**src/rtl/serpar_receiver_pkg.sv**
```systemverilog
// rtl/serpar_receiver_pkg.sv - shared constants and output FSM state type for the serial-to-parallel receiver
package serpar_receiver_pkg;

    localparam int DEFAULT_M = 8;

    typedef enum logic {
        EMPTY = 1'b0,
        FULL  = 1'b1
    } out_state_e;

endpackage

```
**src/rtl/serpar_receiver_if.sv**
```systemverilog
// rtl/serpar_receiver_if.sv - serial input / parallel output bundle for the receiver
interface serpar_receiver_if
    import serpar_receiver_pkg::*;
#(
    parameter int M = DEFAULT_M
);

    logic         bit_in;
    logic         shift;
    logic         sync;
    logic         out_ready;
    logic         clr_ovr;
    logic [M-1:0] bus_out;
    logic         out_valid;
    logic         busy;
    logic         overrun;

    // Producer / consumer side: drives serial bits and handshakes, observes the word.
    modport master (
        output bit_in, shift, sync, out_ready, clr_ovr,
        input  bus_out, out_valid, busy, overrun
    );

    // Receiver side.
    modport slave (
        input  bit_in, shift, sync, out_ready, clr_ovr,
        output bus_out, out_valid, busy, overrun
    );

endinterface

```
**src/rtl/serpar_receiver.sv**
```systemverilog
// rtl/serpar_receiver.sv - LSB-first serial-to-parallel receiver with one-word output holding register
module serpar_receiver
    import serpar_receiver_pkg::*;
#(
    parameter int M = DEFAULT_M
) (
    input  logic         clk,
    input  logic         reset,
    serpar_receiver_if.slave bus
);

    localparam int CW = $clog2(M);
    localparam logic [CW-1:0] LAST_BIT = CW'(M - 1);

    logic [CW-1:0] cnt_q, cnt_d;
    logic [M-1:0]  sr_q, sr_d;
    logic [M-1:0]  bus_out_q, bus_out_d;
    out_state_e    state_q, state_d;
    logic          ovr_q, ovr_d;

    logic          accept;
    logic          complete;
    logic          ovr_set;
    logic [M-1:0]  shifted;

    // Bit acceptance: sync takes priority and swallows any bit offered alongside it.
    always_comb begin
        accept   = bus.shift & ~bus.sync;
        shifted  = {bus.bit_in, sr_q[M-1:1]};
        complete = accept && (cnt_q == LAST_BIT);
    end

    // Shift register and bit counter next-state.
    always_comb begin
        cnt_d = cnt_q;
        sr_d  = sr_q;
        if (bus.sync) begin
            cnt_d = '0;
            sr_d  = '0;
        end else if (complete) begin
            cnt_d = '0;
            sr_d  = '0;
        end else if (accept) begin
            cnt_d = cnt_q + CW'(1);
            sr_d  = shifted;
        end
    end

    // Output FSM: holding register load, consumption and overrun detection.
    always_comb begin
        state_d   = state_q;
        bus_out_d = bus_out_q;
        ovr_set   = 1'b0;
        unique case (state_q)
            EMPTY: begin
                if (complete) begin
                    bus_out_d = shifted;
                    state_d   = FULL;
                end
            end
            FULL: begin
                if (complete) begin
                    bus_out_d = shifted;
                    ovr_set   = ~bus.out_ready;
                end else if (bus.out_ready) begin
                    state_d = EMPTY;
                end
            end
            default: state_d = EMPTY;
        endcase
        // A fresh loss outranks a clear arriving in the same cycle.
        ovr_d = ovr_set | (ovr_q & ~bus.clr_ovr);
    end

    // State registers.
    always_ff @(posedge clk or negedge reset) begin
        if (!reset) begin
            cnt_q     <= '0;
            sr_q      <= '0;
            bus_out_q <= '0;
            state_q   <= EMPTY;
            ovr_q     <= 1'b0;
        end else begin
            cnt_q     <= cnt_d;
            sr_q      <= sr_d;
            bus_out_q <= bus_out_d;
            state_q   <= state_d;
            ovr_q     <= ovr_d;
        end
    end

    assign bus.bus_out   = bus_out_q;
    assign bus.out_valid = (state_q == FULL);
    assign bus.busy      = (cnt_q != '0);
    assign bus.overrun   = ovr_q;

endmodule

```
**src/flat_wrapper.sv**
```systemverilog
// flat-port wrapper written by rule: the top's interface ports become plain ports
module serpar_receiver_flat import serpar_receiver_pkg::*;
#(
    parameter int M = DEFAULT_M
)
  (clk, reset, bus_bit_in, bus_shift, bus_sync, bus_out_ready, bus_clr_ovr, bus_bus_out, bus_out_valid, bus_busy, bus_overrun);
  serpar_receiver_if #(.M(M)) bus_i ();
  input  logic clk;
  input  logic reset;
  input wire logic [$bits(bus_i.bit_in)-1:0] bus_bit_in;
  input wire logic [$bits(bus_i.shift)-1:0] bus_shift;
  input wire logic [$bits(bus_i.sync)-1:0] bus_sync;
  input wire logic [$bits(bus_i.out_ready)-1:0] bus_out_ready;
  input wire logic [$bits(bus_i.clr_ovr)-1:0] bus_clr_ovr;
  output wire logic [$bits(bus_i.bus_out)-1:0] bus_bus_out;
  output wire logic [$bits(bus_i.out_valid)-1:0] bus_out_valid;
  output wire logic [$bits(bus_i.busy)-1:0] bus_busy;
  output wire logic [$bits(bus_i.overrun)-1:0] bus_overrun;
  assign bus_i.bit_in = bus_bit_in;
  assign bus_i.shift = bus_shift;
  assign bus_i.sync = bus_sync;
  assign bus_i.out_ready = bus_out_ready;
  assign bus_i.clr_ovr = bus_clr_ovr;
  assign bus_bus_out = bus_i.bus_out;
  assign bus_out_valid = bus_i.out_valid;
  assign bus_busy = bus_i.busy;
  assign bus_overrun = bus_i.overrun;
  serpar_receiver #(.M(M)) u_core (.clk(clk), .reset(reset), .bus(bus_i));
endmodule
```
**config.mk**
```make
export PLATFORM = sky130hd
export DESIGN_NAME = serpar_receiver_flat
export DESIGN_NICKNAME = d
export VERILOG_FILES = /design/src/rtl/serpar_receiver_pkg.sv /design/src/rtl/serpar_receiver_if.sv /design/src/rtl/serpar_receiver.sv /design/src/flat_wrapper.sv
export SDC_FILE = /design/constraint.sdc
export NUM_CORES = 1
export LEC_CHECK = 0
export ABC_AREA = 1
export BUFFER_PORTS_ARGS = -buffer_cell sky130_fd_sc_hd__buf_2
export CAP_MARGIN = 20
export CORE_AREA = 8 8 49 51
export CTS_BUF_LIST = sky130_fd_sc_hd__clkbuf_2
export CTS_CLUSTER_DIAMETER = 120
export DETAILED_ROUTE_END_ITERATION = 8
export DIE_AREA = 0 0 57 59
export PLACE_DENSITY_LB_ADDON = 0.12
export SLEW_MARGIN = 20
export SYNTH_ARGS = -nofsm -noshare
export SYNTH_HDL_FRONTEND = slang
export SYNTH_SLANG_ARGS = --single-unit
```
**constraint.sdc**
```tcl
create_clock -name clk -period 1.5 [get_ports clk]
set_clock_uncertainty 0.05 [all_clocks]
set_input_delay 0.3 -clock clk [delete_from_list [all_inputs] [get_ports clk]]
set_output_delay 0.3 -clock clk [all_outputs]
set_load 0.005 [all_outputs]
```
# After elaboration in Yosys (flattened, before gate mapping)
# Cells that the tools add are included.
[op_classes]
addsub = 1
eq_ne = 1
mux = 13
bitwise_logic = 7
n_reduce_logical = 3
[op_table]
columns = ["cell", "count"]
rows = [
  ["2-to-1 mux 8 bit", 4],
  ["2-to-1 mux 3 bit", 3],
  ["nonzero test 3 bit", 2],
  ["2-to-1 mux 1 bit", 5],
  ["NOT 1 bit", 4],
  ["adder 3 x 1 -> 3 bit (second input constant)", 1],
  ["== test 3 bit (second input constant)", 1],
  ["bitwise AND 1 bit", 2],
  ["case mux 1 bit (2 select lines)", 1],
  ["logical AND 1 bit", 1],
  ["OR 1 bit", 1],
]
[word_totals]
regBits = 21
input_bits = 7
output_inout_bits = 11
wordCells = 30

# Logic depth before layout (Yosys ltp)
# Gate-level depths: netlist of run 1.
[depth]
word_depth = 6
ltp_mapped = 6
depth_no_buf = 5

# Least setup slack after synthesis of run 1
# No wires, ideal clock.
[synth_timing]
path_kind = "reg-to-reg"
from = "reg u_core.cnt_q[0]"
to = "reg u_core.cnt_q[0]"
arrival_time_ns = 1.166
t_required_ns = 1.385
slack_ns = 0.219
path_stages_with_launch = 7
path_buffers = 1
path_cell_list = "dfrtp_1 -> ha_1 -> ha_1 -> buf_2 -> inv_2 -> nand3_1 -> nand2_1"
[synth_via]
elab_chain_len = 4
[synth_lines]
columns = ["item", "line_no", "rtl"]
rows = [
  ["start: declaration", "serpar_receiver.sv:15", "logic [CW-1:0] cnt_q, cnt_d;"],
  ["start signal: assignment", "serpar_receiver.sv:84", "cnt_q <= cnt_d;"],
  ["adder 3 x 1 -> 3 bit / == test 3 bit (equally long branches)", "serpar_receiver.sv:44, serpar_receiver.sv:30", ""],
  ["2-to-1 mux 3 bit / logical AND 1 bit (equally long branches)", "serpar_receiver.sv:43, serpar_receiver.sv:30", ""],
  ["2-to-1 mux 3 bit", "serpar_receiver.sv:40", "end else if (complete) begin"],
  ["2-to-1 mux 3 bit", "serpar_receiver.sv:37", "if (bus.sync) begin"],
]
# Parallel ways exist; a longest one is shown, timed or not. The select of a mux whose other input is x is not followed.
# A chain may end at the register's enable or synchronous reset.

# Worst setup path after layout of run 1
[layout_timing]
from = "reg u_core.cnt_q[0]"
to = "out bus_busy"
[layout_via]
elab_chain_len = 1
[layout_lines]
columns = ["item", "line_no", "rtl"]
rows = [
  ["nonzero test 3 bit", "serpar_receiver.sv:94", "assign bus.busy = (cnt_q != '0);"],
  ["end: declaration", "flat_wrapper.sv:17", "output wire logic [$bits(bus_i.busy)-1:0] bus_busy;"],
]
# Every way passes these cells.

==> run_results.csv, run 1 <==
group,metric,value,unit
sta,worst_pin_slew,0.434,ns
layout,fin_nets,127,
power_and_ir_drop,vdd_drop_max,0.476,mV
sta,setup_tns,0,ns
sta,finalHoldViolCount,0,
detailed_routing,wl,1.72,mm
worst_setup_path,worstSetupPathType,"reg -> out",
clock_tree,cts_buffers,3,
clock_tree,tritoncts,"yes",
worst_setup_path,endpoint_kind,"primary output",
global_route,grt_pass1_wl,3.09,mm
power_and_ir_drop,cellPowerDensity,836,nW/um^2
detailed_routing,vias,683,
yosys,synth_nets,105,
power_and_ir_drop,finalPower,853,uW
global_route,grt_use_total,0.115,
detailed_routing,wl_per_cell,12.9,um
yosys,seq_area_frac_synth,0.573,
sta,min_period_over_period,0.997,
worst_setup_path,arrival,1.15,ns
hold_path,worstHoldPathType,"in -> reg",
floorplan,die_w,57,um
placed_design,io_buffers,17,
floorplan,design.core.area,1650,sq um
placed_design,place_inst,127,
placed_design,dp_hpwl,1.24,mm
yosys,ys_warn_count,0,
floorplan,die-area,3360,sq um
worst_setup_path,crit_required,1.15,ns
yosys,syn_area_per_cell,9.19,sq um
clock_tree,clkSinkCount,20,
global_route,grt_pass1_vias,709,
power_and_ir_drop,p_leak,0.000599,uW
floorplan,io_pins,18,
worst_setup_path,critPathMaxFanout,3,
global_route,grt_max_degree,21,
detailed_routing,dr.pass1.iters,4,
job,timing.max_cap.violations,0,
worst_setup_path,critical-path-top-delay-family,"flip-flops",
layout,nFillCells,151,
clock_tree,clkTransAtPathRegs,0.19,ns
sta,max_freq,0.669,GHz
layout,n_antenna_cell,0,
yosys,syn_area,873,sq um
clock_tree,clk_path_buf_depth,2,
worst_setup_path,crit_path_max_incr_delay,0.45,ns
sta,relSlewSlack,0.710,
floorplan,rows,15,
detailed_routing,route.detailed.drc,0,
layout,area_delta_synth_final,16.9,%
clock_tree,clock_latency,0.33,ns
yosys,netlist_instances,95,
sta,maxSlewViolCount,0,
clock_tree,htreeDepth,1,
detailed_routing,vias_per_cell,5.14,
sta,final.min_clock_period,1.50,ns
yosys,ys_types,14,
global_route,overflow,0,
sta,grt_setup_unrepaired,"true",
sta,setup_violations,0,
yosys,ys_ff_latch,20,
worst_setup_path,cp_cell_sequence,"inv_2, ha_4, nand2_2, buf_2",
status,status,"finished, final reports clean",
placed_design,dp_slack,0.0817,ns
global_route,antenna_found_initial,0,
detailed_routing,drt_iter0_markers,21,
floorplan,start_util,0.529,
layout,instances_no_fill,133,
detailed_routing,ant_nets,0,
layout,layout-drive-gt1-share,0.267,
worst_setup_path,path_buf_inv,2,
floorplan,die_y,59,um
sta,setup_slack,0.00452,ns
worst_setup_path,start_kind,"flip-flop",
worst_setup_path,slowest_stage,"dfrtp_1",
placed_design,place.gp.congestion,0.757,
clock_tree,clock_tree.root_cell,"clkbuf_2",
==> worst min-delay path: stages <==
cell	delay, ns
buf_2	0.07
inv_1	0.03
nand2_1	0.06
nand2_1	0.05
==> flip-flops by register name, indices dropped and copies added (netlist names) <==
signal,flops
u_core.bus.out_valid,1
u_core.bus.overrun,1
u_core.sr_q,7
u_core.bus.bus_out,8
u_core.cnt_q,3
==> path summary, 6_finish.rpt <==
path | from | to | slack (ns) | cells past startpoint
min reg2reg | u_core.bus.bus_out[7] | u_core.bus.bus_out[7] | 0.44 | 2
min in group asynchronous | reset | u_core.bus.overrun | 0.35 | 2
max reg2reg | u_core.cnt_q[0] | u_core.cnt_q[2] | 0.12 | 5
max | u_core.cnt_q[0] | bus_busy | 0.005 | 4
max in group asynchronous | reset | u_core.cnt_q[2] | 0.73 | 2
min | bus_out_ready | u_core.bus.out_valid | 0.14 | 4
==> where the power goes <==
part | switching [uW] | leakage, uW | total, uW | internal [uW]
combinational | 45.6 | 0.000308 | 72.5 | 26.9
sequential | 7.23 | 0.000277 | 555 | 547
clock | 168 | 0.0000140 | 226 | 57.9
==> Yosys cell counts <==
library cell,n,area share
buf_2,1,0.0057
buf_4,1,0.0086
dfrtp_1,20,0.57
ha_1,3,0.043
inv_1,6,0.026
inv_2,2,0.0086
nand2_1,39,0.17
nand3_1,10,0.057
nand3_4,1,0.020
nand4_1,8,0.057
nor2_1,1,0.0043
nor2_2,1,0.0072
nor2_4,1,0.013
o21bai_1,1,0.0086
==> cell usage in the layout, fill, tap and decap left out, types with 3 or more instances in the layout <==
cell type	instances
nand2_1	38
dfrtp_1	20
buf_2	17
nand3_1	10
nand4_1	8
inv_2	4
inv_1	4
clkbuf_2	3
==> per-layer routing <==
metal,global-route usage,vias to the layer above,share of wire
met5,0,-,0
met4,0.0671,0,0.018
met3,0.0515,4,0.078
met2,0.175,26,0.46
met1,0.130,303,0.44
li1,-,350,-
==> final cells by class <==
cell class | instances | area (sq um) | area share
Timing Repair Buffer | 19 | 103 | 0.100
Inverter | 8 | 30.0 | 0.0294
Sequential cell | 20 | 500 | 0.490
Clock inverter | 1 | 3.75 | 0.00368
Clock buffer | 3 | 15.0 | 0.0147
Tap cell | 17 | 21.3 | 0.0208
Multi-Input combinational cell | 65 | 348 | 0.341
==> what timing repair did <==
item	4_1_cts	5_1_grt
hold endpoints to repair	20	0
setup endpoints to repair	1	20
pin swaps	1	2
hold buffers	1	0
setup buffers	1	0
gates resized for setup	4	2
==> per-stage QoR <==
| stage | utilization | area [sq um] | hold WS, ns |
|---|---|---|---|
| after floorplan | - | 873 | -0.0456 |
| after global placement | 0.586 | 967 | 0.214 |
| after detailed placement | 0.586 | 967 | 0.218 |
| after CTS | 0.615 | 1020 | 0.149 |
| after global routing | 0.618 | 1020 | 0.142 |
| final | 0.618 | 1020 | 0.142 |
==> kinds of logic after synthesis <==
logic type | Yosys count | synth area share
fa+ha+maj | 3 | 0.0430
flops | 20 | 0.573
simple gates | 61 | 0.327
compound gates | 1 | 0.00860
buf+inv | 10 | 0.0487
Note: power is estimated with default switching activity, not from simulation.
==> run 2: changes to the inputs <==
--- a/config.mk
+++ b/config.mk
@@ -10,7 +10,6 @@
 export CAP_MARGIN = 20
 export CORE_AREA = 8 8 49 51
 export CTS_BUF_LIST = sky130_fd_sc_hd__clkbuf_2
-export CTS_CLUSTER_DIAMETER = 120
 export DETAILED_ROUTE_END_ITERATION = 8
 export DIE_AREA = 0 0 57 59
 export PLACE_DENSITY_LB_ADDON = 0.12
==> constraint.sdc (replaced) <==
create_clock -name clk -period 1.61 [get_ports clk]
set_clock_uncertainty 0.05 [all_clocks]
set_input_delay 0.322 -clock clk [delete_from_list [all_inputs] [get_ports clk]]
set_output_delay 0.322 -clock clk [all_outputs]
set_load 0.005 [all_outputs]
==> run 2 against run 1 <==
Net effect:
- largest power group unchanged
- final area shrank 1.2%
- global-route usage is the same
- utilization down 0.76 points
- via count grew 1.6%
- clock-buffer cell count did not move
- combinational power shrank 13%
- largest cell class unchanged
- sequential share of layout area rose by 0.61 points
- cell count shrank 0.75%
- critical path depth unchanged
- first-iteration DRC count fell by 19%
- critical endpoint unchanged
==> run_results.csv, run 2 (same netlist as run 1, synthesis figures left out) <==
group,metric,value,unit
status,status,"finished, final reports clean",
detailed_routing,ant_nets,0,
layout,fin_nets,126,
clock_tree,cts_buffers,3,
global_route,grt_pass1_vias,705,
worst_setup_path,critPathCapture,"bus_busy",
clock_tree,htreeDepth,1,
worst_setup_path,critPathMaxFanout,3,
detailed_routing,wl_per_cell,13.0,um
detailed_routing,wl,1.72,mm
worst_setup_path,endpoint_kind,"primary output",
sta,final.min_clock_period,1.52,ns
placed_design,dp_slack,0.192,ns
sta,max_freq,0.658,GHz
worst_setup_path,r2r_start,"u_core.cnt_q[0]",
worst_setup_path,crit_required,1.24,ns
floorplan,design.core.area,1650,sq um
sta,setup_slack,0.0911,ns
global_route,antenna_found_initial,0,
floorplan,die-area,3360,sq um
worst_setup_path,worstSetupPathType,"reg -> out",
power_and_ir_drop,cellPowerDensity,782,nW/um^2
worst_setup_path,arrival,1.15,ns
clock_tree,clkSinkCount,20,
sta,setup_tns,0,ns
detailed_routing,drt_iter0_markers,17,
layout,largest_reg_flops,8,
sta,relSlewSlack,0.707,
floorplan,rows,15,
global_route,grt_pass1_wl,3.08,mm
floorplan,die_w,57,um
worst_setup_path,crit_start,"u_core.cnt_q[0]",
layout,layout_common_cells,"39 x nand2_1, 20 x dfrtp_1, 17 x buf_2",
floorplan,die_y,59,um
layout,final_common_cell,"nand2_1",
sta,finalHoldViolCount,0,
clock_tree,clock_latency,0.32,ns
placed_design,place.gp.congestion,0.757,
worst_setup_path,reg2reg_depth,5,
global_route,overflow,0,
global_route,grt_use_total,0.115,
layout,n_antenna_cell,0,
sta,worst_pin_slew,0.440,ns
placed_design,dp_hpwl,1.24,mm
clock_tree,tritoncts,"yes",
layout,area_delta_synth_final,15.5,%
floorplan,io_pins,18,
detailed_routing,dr.pass1.iters,4,
clock_tree,clk_path_buf_depth,2,
floorplan,start_util,0.529,
power_and_ir_drop,vdd_drop_max,0.442,mV
power_and_ir_drop,p_leak,0.000598,uW
sta,maxSlewViolCount,0,
job,timing.max_cap.violations,0,
worst_setup_path,r2r_end,"u_core.sr_q[6]",
detailed_routing,vias,694,
sta,min_period_over_period,0.943,
worst_setup_path,rrSetupSlack,0.13,ns
layout,layout-drive-gt1-share,0.235,
worst_setup_path,start_kind,"flip-flop",
hold_path,worstHoldPathType,"in -> reg",
sta,grt_setup_unrepaired,"false",
detailed_routing,route.detailed.drc,0,
global_route,grt_max_degree,21,
placed_design,io_buffers,17,
detailed_routing,vias_per_cell,5.26,
clock_tree,clock_tree.root_cell,"clkbuf_2",
clock_tree,clkTransAtPathRegs,0.19,ns
sta,setup_violations,0,
## run 2: worst min-delay path by stage
| stage | startpoint | endpoint | slack, ns | cells past startpoint |
|---|---|---|---|---|
| finish | bus_out_ready | u_core.bus.out_valid | 0.17 | 4 |
| global route | bus_out_ready | u_core.bus.out_valid | 0.16 | 4 |
| CTS | bus_out_ready | u_core.bus.out_valid | 0.17 | 4 |
| detailed placement | reset | u_core.bus.bus_out[4] | 0.24 | 1 |
| global placement | reset | u_core.bus.bus_out[5] | 0.24 | 1 |
| floorplan | reset | u_core.bus.bus_out[0] | -0.02 | 0 |
## run 2: per-layer routing
metal / track usage / vias up / share of wire
met5: 0 / - / 0
met4: 0.0604 / 0 / 0.018
li1: - / 350 / -
met2: 0.180 / 30 / 0.45
met3: 0.0494 / 5 / 0.079
met1: 0.130 / 309 / 0.45
## run 2: timing repair
| action | CTS | global route |
|---|---|---|
| resized for setup | 0 | 3 |
| hold endpoints to repair | 20 | 0 |
| endpoints found under the setup margin | 0 | 1 |
| setup buffers | 0 | 0 |
| hold buffers | 1 | 0 |
## run 2: metrics by stage
step	hold slack (ns)	cell area [sq um]	instances	power [uW]	utilization
finish	0.170	1010	132	789	0.611
detailed placement	0.240	967	127	584	0.586
CTS	0.171	996	132	793	0.603
global route	0.164	1010	132	826	0.611
global placement	0.236	967	127	581	0.586
floorplan	-0.0236	873	95	554	-
## run 2: critical path: stages (launching register included)
cell and delay (ns):
dfrtp_1 0.45, inv_2 0.10, ha_4 0.12, nand2_1 0.04
buf_2 0.11
## run 2: cell type report
class / instances / area, sq um
clock buffers: 3 / 15.0
repair buffers: 18 / 95.1
inverters: 8 / 30.0
well taps: 17 / 21.3
fillers: 153 / 643
flip-flops and latches: 20 / 500
multi-input cells: 65 / 343
clock inverters: 1 / 3.75
## run 2: power by group
group / total (uW) / leakage [uW] / switching, uW / internal [uW]
registers: 516 / 0.000277 / 6.30 / 510
logic: 63.1 / 0.000307 / 41.6 / 21.5
clock network: 209 / 0.0000140 / 155 / 54.0
total: 789 / 0.000598 / 203 / 586
